## src/rtl/mcu51_pkg.sv

```systemverilog
// Shared 8051 core definitions: sequencer state encoding, reset PC, opcode names, instruction length map.
// Combinational helpers only; FETCH_STEP_EN adds the STEP_WAIT state.
package mcu51_pkg;

  typedef enum logic [2:0] {
    IDLE      = 3'd0,
    FETCH     = 3'd1,
    ISSUE     = 3'd2,
    WAIT_EXEC = 3'd3
`ifdef FETCH_STEP_EN
    , STEP_WAIT = 3'd4
`endif
  } seq_state_t;

  localparam logic [15:0] RESET_PC_DEFAULT = 16'h0000;

  localparam logic [7:0] OP_NOP          = 8'h00;
  localparam logic [7:0] OP_INC_A        = 8'h04;
  localparam logic [7:0] OP_DEC_A        = 8'h14;
  localparam logic [7:0] OP_LJMP         = 8'h02;
  localparam logic [7:0] OP_AJMP         = 8'h01;
  localparam logic [7:0] OP_SJMP         = 8'h80;
  localparam logic [7:0] OP_MOV_A_IMM    = 8'h74;
  localparam logic [7:0] OP_MOV_DPTR_IMM = 8'h90;

  // Standard 8051 opcode map, decoded by low nibble (column) then high nibble (row).
  function automatic logic [1:0] op_len(input logic [7:0] op);
    logic [3:0] hi;
    logic [3:0] lo;
    logic [1:0] len;
    hi  = op[7:4];
    lo  = op[3:0];
    len = 2'd1;
    if (lo == 4'h1) begin
      len = 2'd2;
    end else if (lo >= 4'h6) begin
      // @Ri and Rn columns share a layout; DJNZ Rn,rel exists only for Rn
      if (hi == 4'h7 || hi == 4'h8 || hi == 4'hA) len = 2'd2;
      else if (hi == 4'hB) len = 2'd3;
      else if (hi == 4'hD && lo >= 4'h8) len = 2'd2;
    end else begin
      case (lo)
        4'h0: begin
          if (hi inside {4'h1, 4'h2, 4'h3, 4'h9}) len = 2'd3;
          else if (hi inside {[4'h4:4'h8], [4'hA:4'hD]}) len = 2'd2;
        end
        4'h2: begin
          if (hi <= 4'h1) len = 2'd3;
          else if (hi >= 4'h4 && hi <= 4'hD) len = 2'd2;
        end
        4'h3: if (hi inside {4'h4, 4'h5, 4'h6}) len = 2'd3;
        4'h4: begin
          if (hi inside {[4'h2:4'h7], 4'h9}) len = 2'd2;
          else if (hi == 4'hB) len = 2'd3;
        end
        4'h5: begin
          if (hi inside {4'h7, 4'h8, 4'hB, 4'hD}) len = 2'd3;
          else if (hi != 4'hA) len = 2'd2;
        end
        default: len = 2'd1;
      endcase
    end
    return len;
  endfunction

endpackage

```

## src/rtl/ins_len_lut.sv

```systemverilog
// Opcode byte to instruction length (1..3) lookup.
// Purely combinational, zero latency, no flow control.
module ins_len_lut
  import mcu51_pkg::*;
(
  input  logic [7:0] opcode,
  output logic [1:0] len
);

  assign len = op_len(opcode);

endmodule

```

## src/rtl/fetch_sequencer.sv

```systemverilog
// 8051 fetch/issue sequencer: N fetch cycles (+1 per ROM wait) then a 1-cycle ins_valid; holds until exec_done.
// ROM stalls via rom_ack with rom_req held; optional single-step gate under FETCH_STEP_EN.
module fetch_sequencer
  import mcu51_pkg::*;
#(
  parameter int                 ADDR_W   = 16,
  parameter logic [ADDR_W-1:0]  RESET_PC = ADDR_W'(RESET_PC_DEFAULT)
) (
  input  logic              clk,
  input  logic              rst_n,
  output logic              rom_req,
  output logic [ADDR_W-1:0] rom_addr,
  input  logic [7:0]        rom_data,
  input  logic              rom_ack,
  output logic              ins_valid,
  output logic [7:0]        opcode,
  output logic [7:0]        operand1,
  output logic [7:0]        operand2,
  output logic [1:0]        ins_len,
  output logic [ADDR_W-1:0] ins_pc,
  output logic [ADDR_W-1:0] next_pc,
  input  logic              exec_done,
  input  logic              pc_load,
  input  logic [ADDR_W-1:0] pc_load_val,
`ifdef FETCH_STEP_EN
  input  logic              step,
`endif
  output logic              busy
);

  seq_state_t        state;
  logic [ADDR_W-1:0] pc;
  logic [ADDR_W-1:0] ins_start;
  logic [1:0]        byte_cnt;
  logic [1:0]        len_q;
  logic [1:0]        lut_len;
  logic [1:0]        cur_len;
  logic [7:0]        b0;
  logic [7:0]        b1;

  ins_len_lut u_len (
    .opcode (rom_data),
    .len    (lut_len)
  );

  // The length is only known once byte 0 arrives, so use the LUT directly on that beat.
  assign cur_len  = (byte_cnt == 2'd0) ? lut_len : len_q;
  assign rom_addr = pc;

  always_ff @(posedge clk or negedge rst_n) begin
    if (!rst_n) begin
      state     <= IDLE;
      pc        <= RESET_PC;
      ins_start <= RESET_PC;
      byte_cnt  <= 2'd0;
      len_q     <= 2'd1;
      b0        <= 8'h00;
      b1        <= 8'h00;
      rom_req   <= 1'b0;
      ins_valid <= 1'b0;
      opcode    <= 8'h00;
      operand1  <= 8'h00;
      operand2  <= 8'h00;
      ins_len   <= 2'd1;
      ins_pc    <= RESET_PC;
      next_pc   <= RESET_PC;
      busy      <= 1'b0;
    end else begin
      ins_valid <= 1'b0;
      case (state)
        IDLE: begin
          busy <= 1'b1;
`ifdef FETCH_STEP_EN
          state <= STEP_WAIT;
`else
          state   <= FETCH;
          rom_req <= 1'b1;
`endif
        end
`ifdef FETCH_STEP_EN
        STEP_WAIT: begin
          if (step) begin
            state   <= FETCH;
            rom_req <= 1'b1;
          end
        end
`endif
        FETCH: begin
          if (rom_ack) begin
            pc       <= pc + ADDR_W'(1);
            byte_cnt <= byte_cnt + 2'd1;
            if (byte_cnt == 2'd0) begin
              b0        <= rom_data;
              len_q     <= lut_len;
              ins_start <= pc;
            end
            if (byte_cnt == 2'd1) b1 <= rom_data;
            if (byte_cnt + 2'd1 == cur_len) begin
              state     <= ISSUE;
              rom_req   <= 1'b0;
              ins_valid <= 1'b1;
              opcode    <= (byte_cnt == 2'd0) ? rom_data : b0;
              operand1  <= (byte_cnt == 2'd1) ? rom_data :
                           (byte_cnt == 2'd2) ? b1 : 8'h00;
              operand2  <= (byte_cnt == 2'd2) ? rom_data : 8'h00;
              ins_len   <= cur_len;
              ins_pc    <= (byte_cnt == 2'd0) ? pc : ins_start;
              next_pc   <= pc + ADDR_W'(1);
            end
          end
        end
        ISSUE: state <= WAIT_EXEC;
        WAIT_EXEC: begin
          if (exec_done) begin
            if (pc_load) pc <= pc_load_val;
            byte_cnt <= 2'd0;
`ifdef FETCH_STEP_EN
            state <= STEP_WAIT;
`else
            state   <= FETCH;
            rom_req <= 1'b1;
`endif
          end
        end
        default: begin
          state   <= IDLE;
          rom_req <= 1'b0;
        end
      endcase
    end
  end

endmodule

```

## config.mk

```make
export PLATFORM = sky130hd
export DESIGN_NAME = fetch_sequencer
export DESIGN_NICKNAME = d
export VERILOG_FILES = /design/src/rtl/mcu51_pkg.sv /design/src/rtl/ins_len_lut.sv /design/src/rtl/fetch_sequencer.sv
export SDC_FILE = /design/constraint.sdc
export NUM_CORES = 1
export LEC_CHECK = 0
export ABC_AREA = 1
export ABC_CLOCK_PERIOD_IN_PS = 1900
export CAP_MARGIN = 15
export CELL_PAD_IN_SITES_DETAIL_PLACEMENT = 0
export CELL_PAD_IN_SITES_GLOBAL_PLACEMENT = 2
export CORE_MARGIN = 3
export CORE_UTILIZATION = 27
export DETAILED_ROUTE_END_ITERATION = 16
export PLACE_DENSITY_LB_ADDON = 0.1
export SLEW_MARGIN = 25
export SYNTH_ARGS = -nofsm -noshare
export SYNTH_HDL_FRONTEND = slang
export SYNTH_SLANG_ARGS = --single-unit
```

## constraint.sdc

```tcl
create_clock -name clk -period 1.9 [get_ports clk]
set_input_delay 0.57 -clock clk [delete_from_list [all_inputs] [get_ports clk]]
set_output_delay 0.57 -clock clk [all_outputs]
set_load 0.03 [all_outputs]
```

# Word-level counts from Yosys, hierarchy flattened
# Index checks and enable logic that the tools add are counted.
dict set report totals {
  reg_bits 116
  in_bits 29
}
dict set report op_classes {
  eq_ne 28
  n_mux 39
  n_addsub 2
  n_bitwise 1
  n_lt_le_gt_ge 9
  n_reduce_logical 23
}
# cell n
set ops {}
lappend ops {{two-way mux 16 bit} 4}
lappend ops {{two-way mux 2 bit} 17}
lappend ops {{two-way mux 8 bit} 4}
lappend ops {{one-hot mux 16 bit (2 select lines)} 1}
lappend ops {{== test 4 x 3 -> 1 bit (second input constant)} 6}
lappend ops {{== test 4 bit (second input constant)} 5}
lappend ops {{adder 16 x 1 -> 16 bit (second input constant)} 1}
lappend ops {{== test 4 x 2 -> 1 bit (second input constant)} 4}
lappend ops {{one-hot mux 3 bit (4 select lines)} 1}
lappend ops {{AND reduction 3 bit} 4}
lappend ops {{one-hot mux 2 bit (5 select lines)} 1}
lappend ops {{two-way mux 3 bit} 3}
lappend ops {{== test 4 x 1 -> 1 bit (second input constant)} 2}
lappend ops {{greater-or-equal comparator 4 x 3 -> 1 bit (second input constant)} 2}
lappend ops {{greater-or-equal comparator 4 bit (second input constant)} 2}
lappend ops {{less-or-equal comparator 4 bit (second input constant)} 2}
lappend ops {{inequality test 2 bit (second input constant)} 4}
lappend ops {{AND reduction 4 bit} 2}
lappend ops {{nonzero test 4 bit} 2}
lappend ops {{== test 3 x 2 -> 1 bit (second input constant)} 2}
lappend ops {{two-way mux 1 bit} 6}
lappend ops {{nonzero test 2 bit} 3}
lappend ops {{logical AND 1 bit} 5}
lappend ops {{greater-or-equal comparator 4 x 2 -> 1 bit (second input constant)} 1}
lappend ops {{other kinds (17)} 18}

# Logic depth before layout (Yosys ltp)
dict set report logic_depth {
  ltp_word 13
  ltp_mapped 18
  depth_no_buf 16
}

# By module
# Synthesis repeated with hierarchy kept, for this count alone.
dict set report unflattened {
  cells_unflattened 765
  hier_area_um2 5760.5
}
# module cells_per_inst n_inst area_each_um2
set by_module_without_submodules {}
lappend by_module_without_submodules {fetch_sequencer 695 1 5455.2}
lappend by_module_without_submodules {ins_len_lut 70 1 305.3}

# Worst setup path before layout
# OpenSTA, ideal clock, no wires.
dict set report synth_path {
  path_type {register to register}
  startpoint {register pc[0], in the netlist rom_addr[0]}
  endpoint {register pc[14], in the netlist rom_addr[14]}
  path_stages_with_launch 10
  t_arrival_ns 2.005
  period_less_slack_ns 2.134
  path_buffers 0
  setup_slack_ns -0.234
  setup_ns 0.129
  cell_sequence {dfrtp_1 -> ha_1 -> nand3_1 -> nor3_1 -> nand3_1 -> nor3_1 -> nand3_1 -> xor2_1 -> nor2_1 -> o22ai_1}
}
dict set report synth_between {
  elab_chain_len 3
}
# item line_no
set synth_rtl {}
lappend synth_rtl {{start: declaration} fetch_sequencer.sv:32} ;# logic [ADDR_W-1:0] pc;
lappend synth_rtl {{start signal: assignment} fetch_sequencer.sv:90} ;# pc <= pc + ADDR_W'(1);
lappend synth_rtl {{start signal: assignment} fetch_sequencer.sv:115} ;# if (pc_load) pc <= pc_load_val;
lappend synth_rtl {{adder 16 x 1 -> 16 bit} fetch_sequencer.sv:90}
lappend synth_rtl {{two-way mux 16 bit} fetch_sequencer.sv:89} ;# if (rom_ack) begin
lappend synth_rtl {{one-hot mux 16 bit (2 select lines)} fetch_sequencer.sv:70} ;# case (state)
# Every way passes these cells. The select of a mux whose other input is x is not followed.
# A chain may end at the register's enable or synchronous reset.

# Worst setup path in the final report
dict set report layout_path {
  startpoint {input port rom_data[6]}
  endpoint {register operand2[0]}
}
dict set report layout_between {
  elab_chain_len 11
  word_cells_on_any_way 50
  classes_between {7 x order compare; 14 x eq/ne; 16 x mux; 13 x reduce/logical}
}
# item line_no
set layout_rtl {}
lappend layout_rtl {{start: declaration} fetch_sequencer.sv:13} ;# input logic [7:0] rom_data,
lappend layout_rtl {{greater-or-equal comparator 4 x 3 -> 1 bit, or another cell as far along} {mcu51_pkg.sv:45, mcu51_pkg.sv:49}}
lappend layout_rtl {{logical AND 1 bit} mcu51_pkg.sv:45} ;# else if (hi inside {[4'h4:4'h8], [4'hA:4'hD]}) len = 2'd2;
lappend layout_rtl {{nonzero test 2 bit} mcu51_pkg.sv:45}
lappend layout_rtl {{two-way mux 2 bit} mcu51_pkg.sv:45}
lappend layout_rtl {{two-way mux 2 bit} mcu51_pkg.sv:44} ;# if (hi inside {4'h1, 4'h2, 4'h3, 4'h9}) len = 2'd3;
lappend layout_rtl {{one-hot mux 2 bit (5 select lines)} mcu51_pkg.sv:42} ;# case (lo)
lappend layout_rtl {{two-way mux 2 bit (*)} mcu51_pkg.sv:36} ;# end else if (lo >= 4'h6) begin
lappend layout_rtl {{two-way mux 2 bit (*)} mcu51_pkg.sv:34} ;# if (lo == 4'h1) begin
lappend layout_rtl {{two-way mux 2 bit (*)} n/a}
lappend layout_rtl {{== test 2 bit (*)} fetch_sequencer.sv:98} ;# if (byte_cnt + 2'd1 == cur_len) begin
lappend layout_rtl {{AND reduction 3 bit (no line) (*)} n/a}
lappend layout_rtl {{end signal: assignment} fetch_sequencer.sv:105} ;# operand2 <= (byte_cnt == 2'd2) ? rom_data : 8'h00;
lappend layout_rtl {{end: declaration} fetch_sequencer.sv:18} ;# output logic [7:0] operand2,
# Mark *: on every way between the ends. The rest lies on a longest branch, timed or not.

==> impl_metrics.csv <==
group,metric,value,unit
status,outcome,"finished, violations left",
sta,sum_of_negative_setup_slack,-5.486,ns
routing,avgRoutedWirePerCell,16.87,µm
die,die_w,151.5,µm
layout,n_antenna_cell,0,
layout,filler_cells,1978,
setup_path,crit_type,"in2reg",
die,chipHeight,151.5,µm
synthesis,syn-mean-instance-area,7.938,µm²
synthesis,synth-seq-cells,115,
layout,final_cell_count_no_fill,1221,
routing,vias_per_cell,4.661,
clock_network,clock_tree_from_tritoncts,"built",
die,placeableCoreArea,0.02049,mm²
clock_network,cts_hold_buf,0,
clock_network,path_clk_slew,0.06,ns
setup_path,critical_path.slowest_cell,"buf_12",
clock_network,worst_skew_pair.late_latency,0.41,ns
power_and_ir_drop,swShare,0.4502,
sta,worst_slew_margin_rel,0.6138,
clock_network,numCtsBuffers,17,
synthesis,synth_top_area_share,0.4947,
place,io_buffer_count,105,
sta,clock_skew,0.01143,ns
global_routing,number_of_antenna_violations_at_the_first_check_in_global_routing,0,
sta,hold_slack,0.08425,ns
power_and_ir_drop,leakagePower,4.974,nW
clock_network,clock_tree.buffer_depth,2,
setup_path,r2r_start,"byte_cnt[1]",
clock_network,cts-htree-levels,4,
status,failed_checks,"negative setup slack",
die,rows,52,
power_and_ir_drop,sequentialPowerShare,0.223,
place,place.detailed.hpwl,12.93,mm
layout,finish.net_count,976,
setup_path,timing_startpoint_of_the_critical_path,"rom_data[6]",
setup_path,endpoint_type_of_the_worst_setup_path,"flop",
setup_path,slowest_delay,0.14,ns
global_routing,grt_pass1_vias,5712,
hold_path,worstHoldPathType,"in2async",
layout,area_delta_synth_final,73.58,%
power_and_ir_drop,power.share.clock,0.175,
synthesis,synth_top_cells_by_area,"dfrtp_1, nand2_1, o21ai_0, nand3_1, inv_1",
place,gp_congestion,0.8151,
setup_path,largest_fanout_of_any_net_on_the_critical_path,7,
global_routing,grt.total_usage,0.1807,
synthesis,post_synth_inst_count,720,
power_and_ir_drop,switching_power,8.536,mW
global_routing,maximum_number_of_pins_on_one_net_before_global_route_repair,48,
clock_network,tritoncts_num_sinks,115,
die,top_level_ports,106,
setup_path,arrival,2.41,ns
power_and_ir_drop,post-layout-total-power,18.96,mW
routing,drt_pre_antenna_iters,4,
power_and_ir_drop,worst_ir_drop_vdd,985.9,µV
sta,worstMarginPinSlew,0.5793,ns
setup_path,crit_required,2.25,ns
layout,layout.cell_area.non_filler,0.009921,mm²
sta,timing.final.hold_violations,0,
synthesis,synth_sequential_area_ratio,0.5039,
sta,layout_setup_ws,-0.1598,ns
clock_network,clk_root_buffer_cell,"clkbuf_16",
global_routing,grt_pass1_wl,31.90,mm
power_and_ir_drop,power-per-cell-area,1911,mW/mm²
routing,drt.antenna.violating_nets,0,
power_and_ir_drop,comb_power_share,0.601,
sta,final.period_utilization,1.084,
synthesis,yosys_warnings,0,
sta,period_minus_slack,2.060,ns
synthesis,synth_cell_type_count,34,
routing,dr_total_vias,5691,
place,place_ws,-0.9744,ns
routing,post-route-drc-count,0,
layout,drive_above_1_share,0.4238,
layout,postLayoutCoreUtil,0.4841,
run,max_cap_violations,0,
synthesis,syn_nets,758,
sta,fmaxAchievable,485.5,MHz
global_routing,globalRouteOverflowTotal,0,
sta,unrepaired_setup_endpoints_after_global_routing,"yes",
synthesis,synth_top_area_cell,"dfrtp_1",
place,postPlaceCellArea,0.007661,mm²
place,placed_cells,1131,
routing,wl,20.60,mm
die,initial_utilization,0.2789,
setup_path,start_kind,"input port",
setup_path,critical_path.cell_chain,"buf_6, buf_12, clkinv_8, buf_12, nand3_4, nand3_2, a21oi_2, nand3_2, nand3_1, nand2_1, inv_2, nand2_4, nor2_4, buf_6, buf_6, buf_12, nand3_2, nand2_1",
sta,slew_violations,0,
synthesis,syn-cell-area,0.005715,mm²
die,die_area,0.02295,mm²
sta,setup_viol,64,
routing,initialDrtViolationCount,281,
power_and_ir_drop,power.internal,10.42,mW
==> flip-flops by register name, indices dropped and copies added, names as in the netlist <==
| name | cells |
|---|---|
| b0 | 8 |
| b1 | 8 |
| busy | 1 |
| byte_cnt | 2 |
| ins_len | 2 |
| ins_pc | 16 |
| ins_start | 16 |
| ins_valid | 1 |
| len_q | 2 |
| next_pc | 16 |
| opcode | 8 |
| operand1 | 8 |
| operand2 | 8 |
| rom_addr | 16 |
| rom_req | 1 |
| state | 2 |
==> power groups by stage <==
stage	Sequential, mW	Clock, mW	Combinational (mW)
after floorplan	5.39	0	3.44
after global placement	4.19	0	8.11
after detailed placement	4.20	0	8.18
after CTS	4.18	3.40	10.6
after global routing	4.36	3.50	12.4
final	4.24	3.32	11.4
==> critical path: cells and delay by family <==
kind,cells,cell delay [ns]
and+or+nand+nor,9,0.81
buffers and inverters,8,0.87
AOI/OAI and AO/OA,1,0.14
==> routing by layer <==
layer / vias up / GRT usage / part of all wire
met5: - / 0 / 0
met4: 0 / 0.05211 / 0.017
met3: 26 / 0.03183 / 0.041
met2: 127 / 0.2874 / 0.48
met1: 2756 / 0.2534 / 0.46
li1: 2782 / - / -
==> Yosys cell counts <==
master / count
o31ai_1: 1
nand2_2: 4
nor3_1: 3
inv_2: 8
buf_1: 2
nor3_2: 1
nor2_2: 1
inv_1: 52
buf_6: 5
buf_2: 11
or2_2: 3
o21ai_0: 138
a31oi_1: 3
dfstp_2: 2
o21a_1: 1
nand2_1: 214
o21ai_2: 1
a21oi_1: 6
nand2_4: 1
xor2_1: 14
clkinv_1: 2
a21boi_1: 1
o2bb2ai_1: 1
dfrtp_1: 113
o22ai_1: 11
nor2_1: 36
o21ai_1: 6
ha_1: 9
buf_4: 1
nor4_1: 1
clkbuf_1: 24
nand3_1: 39
nor2_4: 3
nand4_1: 2
==> logic make-up after synthesis <==
| kind of cell | Yosys count | share of synthesized area |
|---|---|---|
| AO/OA/AOI/OAI | 169 | 0.1537 |
| flip-flops | 115 | 0.5039 |
| adder cells (fa/ha/maj) | 9 | 0.01970 |
| AND/OR/NAND/NOR | 308 | 0.2226 |
| buffers and inverters | 105 | 0.07859 |
| XOR/XNOR | 14 | 0.02145 |
==> placed cells by master (no fill, tap or decap), types with 4 or more instances in the layout <==
cell type	n
buf_6	16
clkbuf_16	19
nand2_8	4
clkdlybuf4s50_1	19
inv_2	11
buf_4	96
buf_16	10
xor2_1	9
o21ai_2	41
dfrtp_1	107
nand3_2	19
dlygate4sd2_1	71
nor2_4	9
clkinv_4	4
o21ai_1	28
nand2_4	30
nor2_1	21
clkdlybuf4s15_2	5
buf_12	18
xor2_2	4
o22ai_1	11
dfrtp_2	6
nand2_1	127
inv_1	46
nand2_2	58
nand3_1	18
ha_1	6
nor2_2	10
o21ai_0	74
clkinv_2	5
==> repair_timing <==
| action | in CTS | in global routing |
|---|---|---|
| hold endpoints to repair | 0 | 0 |
| buffers inserted | 37 | 20 |
| pin swaps | 64 | 54 |
| cloned | 12 | 2 |
| setup endpoints to repair | 146 | 85 |
| gates resized for setup | 300 | 164 |
==> area by class of cell <==
cell class / count / area, µm² / area share
Multi-Input combinational cell: 500 / 3297 / 0.3323
Clock inverter: 13 / 158.9 / 0.01602
Tap cell: 270 / 337.8 / 0.03405
Timing Repair Buffer: 242 / 2530 / 0.2550
Inverter: 62 / 256.5 / 0.02585
Clock buffer: 19 / 452.9 / 0.04566
Sequential cell: 115 / 2888 / 0.2911
==> final timing paths <==
kind                       cells after the start  slack, ns      endpoint
setup / recovery                              18      -0.16   operand2[0]
hold / removal                                 1       0.08     opcode[0]
setup reg to reg                              15      -0.09   operand2[0]
hold reg to reg                                1       0.47          busy
max in group asynchronous                      2       1.28  ins_start[4]
min in group clk                               1       0.47          busy
No activity file was read; power rests on OpenSTA's default activity.
